===== src/rtl/core_pkg.sv =====
// Shared LSU types: memory-op encoding, controller state, size/sign helpers.
package core;

    localparam int MEM_OP_BITS = 4;

    typedef enum logic [MEM_OP_BITS-1:0] {
        MEM_NOP = 4'd0,
        LB      = 4'd1,
        LH      = 4'd2,
        LW      = 4'd3,
        LBU     = 4'd4,
        LHU     = 4'd5,
        SB      = 4'd6,
        SH      = 4'd7,
        SW      = 4'd8
    } mem_op_t;

    typedef enum logic [2:0] {
        IDLE  = 3'd0,
        REQ0  = 3'd1,
        WAIT0 = 3'd2,
        REQ1  = 3'd3,
        WAIT1 = 3'd4,
        RESP  = 3'd5
    } lsu_state_t;

    localparam logic [2:0] SZ_NONE = 3'd0;
    localparam logic [2:0] SZ_BYTE = 3'd1;
    localparam logic [2:0] SZ_HALF = 3'd2;
    localparam logic [2:0] SZ_WORD = 3'd4;

    function automatic logic [2:0] op_size(input mem_op_t op);
        case (op)
            LB, LBU, SB: op_size = SZ_BYTE;
            LH, LHU, SH: op_size = SZ_HALF;
            LW, SW:      op_size = SZ_WORD;
            default:     op_size = SZ_NONE;
        endcase
    endfunction

    function automatic logic op_signed(input mem_op_t op);
        op_signed = (op == LB) || (op == LH);
    endfunction

    function automatic logic op_is_store(input mem_op_t op);
        op_is_store = (op == SB) || (op == SH) || (op == SW);
    endfunction

    function automatic logic op_is_load(input mem_op_t op);
        op_is_load = (op == LB) || (op == LH) || (op == LW) || (op == LBU) || (op == LHU);
    endfunction

    // True when the access spills past the end of its 32-bit word.
    function automatic logic op_crosses(input mem_op_t op, input logic [1:0] off);
        op_crosses = ((op_size(op) == SZ_HALF) && (off == 2'd3)) ||
                     ((op_size(op) == SZ_WORD) && (off != 2'd0));
    endfunction

endpackage


===== src/rtl/lsu_rdata_align.sv =====
// Load-data alignment: shifts the two-beat window by the byte offset, selects, extends.
module lsu_rdata_align
    import core::*;
(
    input  mem_op_t     op,
    input  logic [1:0]  off,
    input  logic [31:0] beat0,
    input  logic [31:0] beat1,
    output logic [31:0] data
);

    logic [31:0] shifted;
    logic        sext;

    assign shifted = 32'({beat1, beat0} >> {off, 3'b000});
    assign sext    = op_signed(op);

    always_comb begin
        data = shifted;
        case (op_size(op))
            SZ_BYTE: data = {{24{sext & shifted[7]}}, shifted[7:0]};
            SZ_HALF: data = {{16{sext & shifted[15]}}, shifted[15:0]};
            default: data = shifted;
        endcase
    end

endmodule


===== src/rtl/lsu_ctrl.sv =====
// Load/store unit controller: one outstanding dmem transaction, optional two-beat split.
// Define LSU_MISALIGN_SPLIT_EN to split word-crossing accesses; otherwise they fault.
module lsu_ctrl
    import core::*;
#(
    parameter int unsigned ADDR_W = 32,
    parameter int unsigned RD_W   = 5
) (
    input  logic              clk_i,
    input  logic              rst_ni,
    input  logic              req_valid_i,
    output logic              req_ready_o,
    input  mem_op_t           mem_op_i,
    input  logic [ADDR_W-1:0] addr_i,
    input  logic [31:0]       wdata_i,
    input  logic [RD_W-1:0]   rd_i,
    output logic              dmem_req_o,
    input  logic              dmem_gnt_i,
    output logic [ADDR_W-1:0] dmem_addr_o,
    output logic              dmem_we_o,
    output logic [3:0]        dmem_be_o,
    output logic [31:0]       dmem_wdata_o,
    input  logic              dmem_rvalid_i,
    input  logic [31:0]       dmem_rdata_i,
    output logic              rsp_valid_o,
    output logic [31:0]       rsp_data_o,
    output logic [RD_W-1:0]   rsp_rd_o,
    output logic              rsp_err_o,
    output logic              stall_o
);

    lsu_state_t        state_q, state_d;
    mem_op_t           op_q, op_d;
    logic [ADDR_W-1:0] addr_q, addr_d;
    logic [31:0]       wdata_q, wdata_d;
    logic [RD_W-1:0]   rd_q, rd_d;
    logic [31:0]       beat0_q, beat0_d;
    logic [31:0]       beat1_q, beat1_d;
    logic              err_q, err_d;

    logic [3:0]        base_be;
    logic [7:0]        be_wide;
    logic [63:0]       wdata_wide;
    logic [ADDR_W-1:0] word_addr;
    logic              beat_hi;
    logic [31:0]       load_data;

`ifdef LSU_MISALIGN_SPLIT_EN
    logic crosses_q;
    assign crosses_q = op_crosses(op_q, addr_q[1:0]);
`endif

    always_ff @(posedge clk_i or negedge rst_ni) begin
        if (!rst_ni) begin
            state_q <= IDLE;
            op_q    <= MEM_NOP;
            addr_q  <= '0;
            wdata_q <= '0;
            rd_q    <= '0;
            beat0_q <= '0;
            beat1_q <= '0;
            err_q   <= 1'b0;
        end else begin
            state_q <= state_d;
            op_q    <= op_d;
            addr_q  <= addr_d;
            wdata_q <= wdata_d;
            rd_q    <= rd_d;
            beat0_q <= beat0_d;
            beat1_q <= beat1_d;
            err_q   <= err_d;
        end
    end

    always_comb begin
        state_d = state_q;
        op_d    = op_q;
        addr_d  = addr_q;
        wdata_d = wdata_q;
        rd_d    = rd_q;
        beat0_d = beat0_q;
        beat1_d = beat1_q;
        err_d   = err_q;
        unique case (state_q)
            IDLE: begin
                if (req_valid_i) begin
                    op_d    = mem_op_i;
                    addr_d  = addr_i;
                    wdata_d = wdata_i;
                    rd_d    = rd_i;
                    err_d   = 1'b0;
                    if (mem_op_i == MEM_NOP) begin
                        state_d = RESP;
                    end else begin
                        state_d = REQ0;
`ifndef LSU_MISALIGN_SPLIT_EN
                        if (op_crosses(mem_op_i, addr_i[1:0])) begin
                            err_d   = 1'b1;
                            state_d = RESP;
                        end
`endif
                    end
                end
            end
            REQ0: begin
                if (dmem_gnt_i) begin
                    if (!op_is_store(op_q)) state_d = WAIT0;
`ifdef LSU_MISALIGN_SPLIT_EN
                    else if (crosses_q)     state_d = REQ1;
`endif
                    else                    state_d = RESP;
                end
            end
            WAIT0: begin
                if (dmem_rvalid_i) begin
                    beat0_d = dmem_rdata_i;
                    state_d = RESP;
`ifdef LSU_MISALIGN_SPLIT_EN
                    if (crosses_q) state_d = REQ1;
`endif
                end
            end
`ifdef LSU_MISALIGN_SPLIT_EN
            REQ1: begin
                if (dmem_gnt_i) state_d = op_is_store(op_q) ? RESP : WAIT1;
            end
            WAIT1: begin
                if (dmem_rvalid_i) begin
                    beat1_d = dmem_rdata_i;
                    state_d = RESP;
                end
            end
`endif
            RESP:    state_d = IDLE;
            default: state_d = IDLE;
        endcase
    end

    always_comb begin
        case (op_size(op_q))
            SZ_BYTE: base_be = 4'b0001;
            SZ_HALF: base_be = 4'b0011;
            default: base_be = 4'b1111;
        endcase
    end

    // Upper halves of the widened enables/data feed the second beat.
    assign be_wide    = {4'b0000, base_be} << addr_q[1:0];
    assign wdata_wide = {32'h0, wdata_q} << {addr_q[1:0], 3'b000};
    assign word_addr  = {addr_q[ADDR_W-1:2], 2'b00};
    assign beat_hi    = (state_q == REQ1);

    lsu_rdata_align u_align (
        .op    (op_q),
        .off   (addr_q[1:0]),
        .beat0 (beat0_q),
        .beat1 (beat1_q),
        .data  (load_data)
    );

    always_comb begin
        req_ready_o  = (state_q == IDLE);
        stall_o      = (state_q != IDLE);
        dmem_req_o   = (state_q == REQ0) || (state_q == REQ1);
        dmem_addr_o  = '0;
        dmem_we_o    = 1'b0;
        dmem_be_o    = 4'b0000;
        dmem_wdata_o = '0;
        if (dmem_req_o) begin
            dmem_addr_o  = beat_hi ? (word_addr + ADDR_W'(4)) : word_addr;
            dmem_we_o    = op_is_store(op_q);
            dmem_be_o    = beat_hi ? be_wide[7:4] : be_wide[3:0];
            dmem_wdata_o = beat_hi ? wdata_wide[63:32] : wdata_wide[31:0];
        end
        rsp_valid_o = (state_q == RESP);
        rsp_err_o   = rsp_valid_o & err_q;
        rsp_data_o  = (rsp_valid_o && op_is_load(op_q) && !err_q) ? load_data : '0;
        rsp_rd_o    = (rsp_valid_o && op_is_load(op_q)) ? rd_q : '0;
    end

endmodule

===== config.mk =====
export PLATFORM = sky130hd
export DESIGN_NAME = lsu_ctrl
export DESIGN_NICKNAME = d
export VERILOG_FILES = /design/src/rtl/core_pkg.sv /design/src/rtl/lsu_rdata_align.sv /design/src/rtl/lsu_ctrl.sv
export SDC_FILE = /design/constraint.sdc
export NUM_CORES = 1
export LEC_CHECK = 0
export ABC_AREA = 1
export CAP_MARGIN = 20
export CORE_MARGIN = 1.5
export CORE_UTILIZATION = 48
export DETAILED_ROUTE_END_ITERATION = 8
export GPL_TIMING_DRIVEN = 1
export MAX_ROUTING_LAYER = met4
export PLACE_DENSITY = 0.87
export SETUP_SLACK_MARGIN = 0.1
export SYNTH_ARGS = -nofsm -noshare
export SYNTH_HDL_FRONTEND = slang
export SYNTH_SLANG_ARGS = --single-unit

===== constraint.sdc =====
create_clock -name clk_i -period 2 [get_ports clk_i]
set_input_delay 0.4 -clock clk_i [delete_from_list [all_inputs] [get_ports clk_i]]
set_output_delay 0.4 -clock clk_i [all_outputs]
set_load 0.02 [all_outputs]

==> impl_metrics.py, run 1 <==
metrics = {
    "place": {
        "io_buffers": 218,
        "hpwlAfterDp_mm": 18.30,
        "place_congestion": 0.9403,
        "dp_cells": 1520,
        "pre_cts_ws_ps": -516.6,
    },
    "yosys": {
        "ys_ff_latch": 109,
        "synthCells": 1045,
        "synth_compound_area_share_pct": 13.06,
        "synth_mux_area_share_pct": 4.335,
        "yosys.area_share.simple_pct": 34.74,
        "synth_xor_area_share_pct": 0.4996,
        "synth_top_family_by_area": "simple AND/OR/NAND/NOR gates",
        "synthArstFlopShare_pct": 100.0,
        "synth_edf_count": 0,
        "synthAdderAreaFrac_pct": 0.1784,
        "ys_types": 38,
        "synth.area.top_cells": "dfrtp_1 39%, nand2_1 20%, o21ai_0 7.6%",
        "yosysMostFrequentCell": "nand2_1",
        "synth_top_flop_cell": "dfrtp_1",
        "synth-seq-area-share_pct": 38.89,
        "synth_top_area_share_pct": 38.89,
        "synth.avg_cell_area_um2": 6.711,
        "synth_top_area_cell": "dfrtp_1",
        "yosys_warnings": 0,
        "synthTopCellsByCount": "365 x nand2_1, 115 x nor2_1, 109 x dfrtp_1, 107 x o21ai_0, 80 x inv_1",
        "syn_area_um2": 7013,
    },
    "global_route": {
        "grt_overflow": 889,
        "grtUsageTotal_pct": 96.10,
        "grt_max_degree": 46,
    },
    "sta": {
        "grt_repair_worst_endpoint": "dmem_addr_o[26]",
        "worstEpCategory": "primary output",
    },
    "clock_network": {
        "cts_buffer_depth": 2,
        "clockRootBuffer": "clkbuf_16",
        "cts.sinks": 109,
        "cts_made_buffers": 9,
        "h-tree-depth": 3,
    },
    "outcome": {
        "failed_stage": "global routing (5_1_grt)",
        "error": "[ERROR GRT-0232] Routing congestion too high. Check the congestion heatmap in the GUI.",
        "status": "did not finish",
    },
    "die": {
        "rows": 43,
        "die_x_um": 123.9,
        "initial_core_util_pct": 49.75,
        "io-pin-count": 221,
        "die_h_um": 123.9,
    },
}
==> metrics by stage <==
stage	hold slack [ps]	instance area, µm²
floorplan	104.4	7156
global placement	243.8	10380
detailed placement	242.0	10380
CTS	398.7	11860
==> per-layer routing <==
| layer | GRT usage (%) | GRT overflow |
|---|---|---|
| met4 | 107.4 | 186 |
| met1 | 85.34 | 18 |
| met3 | 72.62 | 23 |
| met5 | - | - |
| met2 | 121.0 | 662 |
==> repair_timing <==
| item | in CTS |
|---|---|
| endpoints found under the hold margin | 8 |
| gates cloned | 9 |
| resized for setup | 861 |
| buffers inserted | 27 |
| hold buffers | 1 |
| setup endpoints to repair | 181 |
| pin swaps | 62 |
==> cell families after synthesis <==
kind of cell,count (synthesis)
other cells,1
flops,109
simple gates,585
xor+xnor,4
mux,27
fa+ha+maj,1
compound gates,177
buf+inv,141
==> run 2, diff against run 1 <==
CORE_UTILIZATION = 35   (was 48)
MAX_ROUTING_LAYER = not set   (was met4)
PLACE_DENSITY = not set   (was 0.87)
PLACE_DENSITY_LB_ADDON = 0.15   (was not set)
SETUP_SLACK_MARGIN = not set   (was 0.1)
==> run 2 against run 1 <==
Against the previous run:
- the flow now finishes, with violations (setup timing)
- synthesized cell count stayed put
- area after synthesis unchanged
==> impl_metrics.py, run 2 <==
metrics = {
    "yosys": {
        "synthTopCellsByCount": "365 x nand2_1, 115 x nor2_1, 109 x dfrtp_1, 107 x o21ai_0, 80 x inv_1",
        "synth.area.top_cells": "dfrtp_1 39%, nand2_1 20%, o21ai_0 7.6%",
        "synth-seq-area-share_pct": 38.89,
        "synth.avg_cell_area_um2": 6.711,
        "yosysMostFrequentCell": "nand2_1",
        "synth_top_flop_cell": "dfrtp_1",
        "synthArstFlopShare_pct": 100.0,
        "synth_top_area_cell": "dfrtp_1",
        "synth_top_area_share_pct": 38.89,
        "synthCells": 1045,
        "yosys_warnings": 0,
        "ys_types": 38,
        "syn_area_um2": 7013,
        "synth_edf_count": 0,
        "ys_ff_latch": 109,
    },
    "clock_network": {
        "clock_latency_ps": 370,
        "cts_tree": "done",
        "cts_buffer_depth": 2,
        "h-tree-depth": 3,
        "cts_made_buffers": 9,
        "cts.sinks": 109,
        "clk_pin_slew_ps": 80,
        "clockRootBuffer": "clkbuf_16",
    },
    "critical_path": {
        "startpoint_type": "flip-flop",
        "rrSetupSlack_ps": 90,
        "worstSetupPathType": "flip-flop to output port",
        "r2r_cells": 9,
        "reg2reg_to": "op_q[0]$_DFFE_PN0P_",
        "critPathLaunch": "state_q[2]$_DFFE_PN0P_",
        "timing.rr.start": "state_q[1]$_DFFE_PN0P_",
        "required_ps": 1600,
        "cp_max_fo": 6,
        "worstPathArrival_ps": 2020,
        "cp-end-kind": "output port",
    },
    "cells_and_area": {
        "nets": 1523,
        "drive_gt1_share_pct": 41.85,
        "nFillCells": 1599,
        "instances_no_fill": 1682,
        "layout.cells.most_common": "nand2_1",
        "largestRegisters": "addr_q (32), beat0_q (32), wdata_q (32)",
        "layout_common_cells": "321 x nand2_1, 139 x buf_6, 126 x buf_4",
        "multi_input_area_um2": 5161,
        "syn_to_final_growth_pct": 87.58,
        "diodes": 0,
        "seq_area_um2": 2739,
    },
    "sta": {
        "rsz0062_at_grt": "true",
        "max_freq_mhz": 412.4,
        "finClkSkew_ps": 10.13,
        "final-hold-violation-count": 0,
        "layout_setup_ws_ps": -424.7,
        "maxSlewViolCount": 0,
        "fin_crit_sh_pct": 121.2,
        "holdWs_ps": 492.1,
        "setup_violations": 99,
        "period_minus_slack_ps": 2425,
    },
    "global_route": {
        "grt_pass1_wl_mm": 40.76,
        "grt_overflow": 0,
        "antenna_found_initial": 0,
        "grt_max_degree": 54,
        "grt_pass1_vias": 8038,
        "grtUsageTotal_pct": 25.09,
    },
    "route": {
        "drt_iter0_drc": 337,
        "wl_per_cell_um": 16.66,
        "routed.top_layer": "met4",
        "vias_per_cell": 5.058,
        "wl_met1_mm": 11.47,
        "wl_met2_mm": 14.02,
        "detail-route-antenna-nets": 0,
        "routed_wirelength_mm": 28.03,
        "met3_length_mm": 1.987,
        "num_vias": 8508,
        "post-route-drc-count": 0,
        "drt_first_pass_iters": 5,
    },
    "outcome": {
        "status": "complete, but fails checks",
        "violations": "setup timing",
    },
    "job": {
        "maxCapViolations": 0,
    },
    "place": {
        "hpwlAfterDp_mm": 17.62,
        "place_congestion": 0.8964,
        "dp_cells": 1598,
        "io_buffers": 218,
        "pre_cts_ws_ps": -467.1,
    },
    "die": {
        "dieArea_um2": 20890,
        "rows": 51,
        "initial_core_util_pct": 35.92,
        "die_x_um": 144.6,
        "die_h_um": 144.6,
        "io-pin-count": 221,
        "placeableCoreArea_um2": 19530,
    },
    "pwr": {
        "peakVddDrop_uv": 767.5,
        "power_uw": 20510,
        "powerDensity_nw_per_um2": 1559,
        "leakagePower_uw": 0.005998,
    },
    "hold_path": {
        "hold_path.class": "primary input to asynchronous set/reset pin",
    },
}
==> run 2: cell counts after synthesis <==
Identical to the previous run, type by type.
==> run 2: repair_timing <==
item / 4_1_cts / 5_1_grt
setup endpoints to repair: 109 / 116
gates resized for setup: 794 / 364
gates cloned: 4 / 4
endpoints found under the hold margin: 20 / 0
setup buffers: 39 / 34
hold buffers: 1 / 0
pin swaps: 39 / 93
==> run 2: metal layers <==
layer / track usage [%] / vias to the layer above
met5: 0 / -
met4: 7.337 / 0
met3: 5.099 / 48
met2: 43.21 / 313
met1: 31.71 / 4068
li1: - / 4079
==> run 2: worst max-delay path, stage by stage (launching register included) <==
cell and delay (ps):
dfrtp_2 460, inv_4 90, nand3_4 130, nor2_4 170
nand2_2 110, nor2_4 220, buf_6 140, nand4_1 80
nand2_1 100, nor2_2 40, buf_6 120
==> run 2: metrics by stage <==
stage / TNS [ps] / cell area (µm²) / util, %
floorplan: -96.87 / 7027 / -
global placement: -35210 / 10340 / 52.98
detailed placement: -36370 / 10340 / 52.98
CTS: -23320 / 11590 / 59.34
global route: -35450 / 13160 / 67.37
finish: -26890 / 13160 / 67.37
==> run 2: power breakdown <==
| group | switching [µW] | internal, µW | leakage (µW) | total [µW] |
|---|---|---|---|---|
| clock | 895 | 1180 | 0.000163 | 2070 |
| sequential | 978 | 3290 | 0.00132 | 4260 |
| combinational | 7950 | 6220 | 0.00451 | 14200 |
| total | 9820 | 10700 | 0.00600 | 20500 |
==> run 2: cells by family after synthesis <==
group                      count (synthesis)  synth area share, %
AOI/OAI and AO/OA                        177                13.06
xor gates and xnor gates                   4               0.4996
adders and majority gates                  1               0.1784
DFF                                      109                38.89
buffers and inverters                    141                8.243
muxes                                     27                4.336
and+or+nand+nor                          585                34.74
other                                      1              0.05347
==> run 2: worst max path at each step <==
stage / end / slack (ps) / cells past startpoint
finish: dmem_addr_o[29] / -420 / 10
global route: dmem_addr_o[29] / -540 / 10
CTS: rsp_data_o[16] / -380 / 11
detailed placement: dmem_addr_o[24] / -470 / 10
global placement: rsp_data_o[28] / -500 / 8
floorplan: rsp_data_o[13] / -30 / 7
==> run 2: final cells by class <==
type,count,area share [%]
Timing Repair Buffer,408,32.02
Clock buffer,12,1.950
Sequential cell,109,20.82
Tap cell,265,2.520
Clock inverter,4,0.5897
Inverter,88,2.863
Multi-Input combinational cell,796,39.23
(Power assumes the default switching activity.)
==> run 3, diff against run 2 <==
--- a/constraint.sdc
+++ b/constraint.sdc
@@ -3,2 +3,2 @@
 set_output_delay 0.4 -clock clk_i [all_outputs]
-set_load 0.02 [all_outputs]
+set_load 0.01 [all_outputs]
==> run 3 against run 2 <==
Against the previous run:
- the flow still finishes with violations (setup timing)
- combinational power is 11% lower
- clock-buffer cell count decreased by 2
- final cell count grew 1.4%
- final area down 4.7%
- worst setup slack better by 43 ps
- global-route usage increased by 0.79 points
- wire length grew 0.54%
- die area unchanged
- largest power group unchanged
==> impl_metrics.py, run 3 (synthesis gave the netlist of run 2 again) <==
metrics = {
    "critical_path": {
        "slowest_delay_ps": 520,
        "cp_cell_sequence": "buf_6 > clkinv_8 > buf_16 > buf_6 > nand2_2 > nand2_2 > o22ai_2 > nand2_1 > buf_2",
        "worstSetupPathType": "flip-flop to output port",
        "startpoint_type": "flip-flop",
        "rrSetupSlack_ps": 120,
        "cp_max_fo": 24,
        "critPathLaunch": "addr_q[0]$_DFFE_PN0P_",
        "crit_slowest_cell": "dfrtp_2",
        "worstPathArrival_ps": 1980,
        "required_ps": 1600,
        "cp-end-kind": "output port",
        "timing.rr.start": "state_q[1]$_DFFE_PN0P_",
    },
    "die": {
        "rows": 51,
        "initial_core_util_pct": 35.92,
        "die_x_um": 144.6,
        "io-pin-count": 221,
        "placeableCoreArea_um2": 19530,
        "dieArea_um2": 20890,
        "die_h_um": 144.6,
    },
    "sta": {
        "maxSlewViolCount": 0,
        "final-hold-violation-count": 0,
        "rsz0062_at_grt": "true",
        "layout_setup_ws_ps": -381.5,
        "finClkSkew_ps": 9.684,
        "holdWs_ps": 496.2,
        "setup_violations": 97,
        "period_minus_slack_ps": 2382,
        "fin_crit_sh_pct": 119.1,
        "max_freq_mhz": 419.9,
    },
    "pwr": {
        "p_comb_share_pct": 66.5,
        "p_int_uw": 10150,
        "p_switching_uw": 8865,
        "peakVddDrop_uv": 662.9,
        "power_uw": 19010,
        "p_sw_share_pct": 46.63,
        "seq_power_share_pct": 22.7,
        "powerDensity_nw_per_um2": 1516,
        "clkPwrFrac_pct": 10.8,
        "leakagePower_uw": 0.006000,
    },
    "cells_and_area": {
        "diodes": 0,
        "drive_gt1_share_pct": 41.04,
        "multi_input_area_um2": 4806,
        "nFillCells": 1727,
        "largestRegisters": "addr_q (32), beat0_q (32), wdata_q (32)",
        "nets": 1546,
        "seq_area_um2": 2738,
        "layout_common_cells": "312 x nand2_1, 129 x buf_4, 108 x clkdlybuf4s50_1",
        "layout.cells.most_common": "nand2_1",
        "syn_to_final_growth_pct": 78.80,
    },
    "route": {
        "routed_wirelength_mm": 28.18,
        "wl_per_cell_um": 16.53,
        "vias_per_cell": 4.974,
        "post-route-drc-count": 0,
        "drt_first_pass_iters": 5,
        "num_vias": 8481,
        "drt_iter0_drc": 425,
        "detail-route-antenna-nets": 0,
    },
    "global_route": {
        "grt_max_degree": 59,
        "grt_pass1_wl_mm": 41.57,
        "antenna_found_initial": 0,
        "grt_pass1_vias": 8122,
        "grt_overflow": 0,
        "grtUsageTotal_pct": 25.88,
    },
    "clock_network": {
        "cts_buffer_depth": 2,
        "clk_pin_slew_ps": 80,
        "cts.sinks": 109,
        "cts_tree": "done",
        "h-tree-depth": 3,
        "clock_latency_ps": 360,
        "cts_made_buffers": 9,
        "clockRootBuffer": "clkbuf_16",
    },
    "outcome": {
        "violations": "setup timing",
        "status": "complete, but fails checks",
    },
    "place": {
        "hpwlAfterDp_mm": 18.43,
        "place_congestion": 0.9063,
        "io_buffers": 218,
    },
    "job": {
        "maxCapViolations": 0,
    },
    "hold_path": {
        "hold_path.class": "primary input to asynchronous set/reset pin",
    },
}
==> run 3: layer usage <==
layer / vias to the layer above / GRT usage, % / part of all wire, %
li1: 4148 / - / -
met1: 3972 / 33.85 / 43
met2: 299 / 42.94 / 48
met3: 62 / 3.874 / 5.3
met4: 0 / 10.31 / 3.3
met5: - / 0 / 0
==> run 3: final timing paths <==
check,end,cells past startpoint
min in group clk_i,beat0_q[4]$_DFFE_PN0P_,1
worst max-delay path,dmem_wdata_o[2],9
worst max register to register,wdata_q[31]$_DFFE_PN0P_,9
worst min register to register,beat0_q[4]$_DFFE_PN0P_,1
max in group asynchronous,wdata_q[8]$_DFFE_PN0P_,3
worst min-delay path,addr_q[29]$_DFFE_PN0P_,2
==> run 3: critical path: cells and delay by family, from the launching register on <==
family | cells | cell delay (ps)
AND/OR/NAND/NOR | 3 | 220
buffers and inverters | 5 | 700
AO/OA/AOI/OAI | 1 | 170
flip-flops | 1 | 520
==> run 3: area by class of cell <==
class | instances | share of cell area [%]
clock buffer | 10 | 1.906
timing repair inverter | 2 | 0.1497
inverter | 88 | 2.963
tap | 265 | 2.644
multi-input combinational | 797 | 38.33
sequential | 109 | 21.83
clock inverter | 6 | 0.8182
timing repair buffer | 428 | 31.36
==> run 3: power by group through the flow <==
stage               clock [µW]  combinational [µW]  sequential, µW
floorplan                    0                4830            3950
global placement             0                9200            4130
detailed placement           0                9290            4140
CTS                       2120               10700            4180
global route              2180               13600            4440
finish                    2060               12600            4310
==> run 3: what timing repair did <==
action	CTS	global route
endpoints found under the setup margin	109	107
pin swaps	79	64
cloned	7	5
hold buffers	1	0
resized for setup	679	232
setup buffers	45	29
hold endpoints to repair	24	0
==> run 3: through the flow <==
stage / worst slack (ps) / instances / instance area (µm²) / util (%) / setup TNS (ps)
2_1_floorplan: 73.53 / 1046 / 7017 / - / 0
3_3_place_gp: -418.5 / 1611 / 10430 / 53.43 / -29570
3_5_place_dp: -457.0 / 1611 / 10430 / 53.43 / -30820
4_1_cts: -384.6 / 1679 / 11500 / 58.89 / -22610
5_1_grt: -481.8 / 1705 / 12540 / 64.22 / -34410
6_report: -381.5 / 1705 / 12540 / 64.22 / -26740
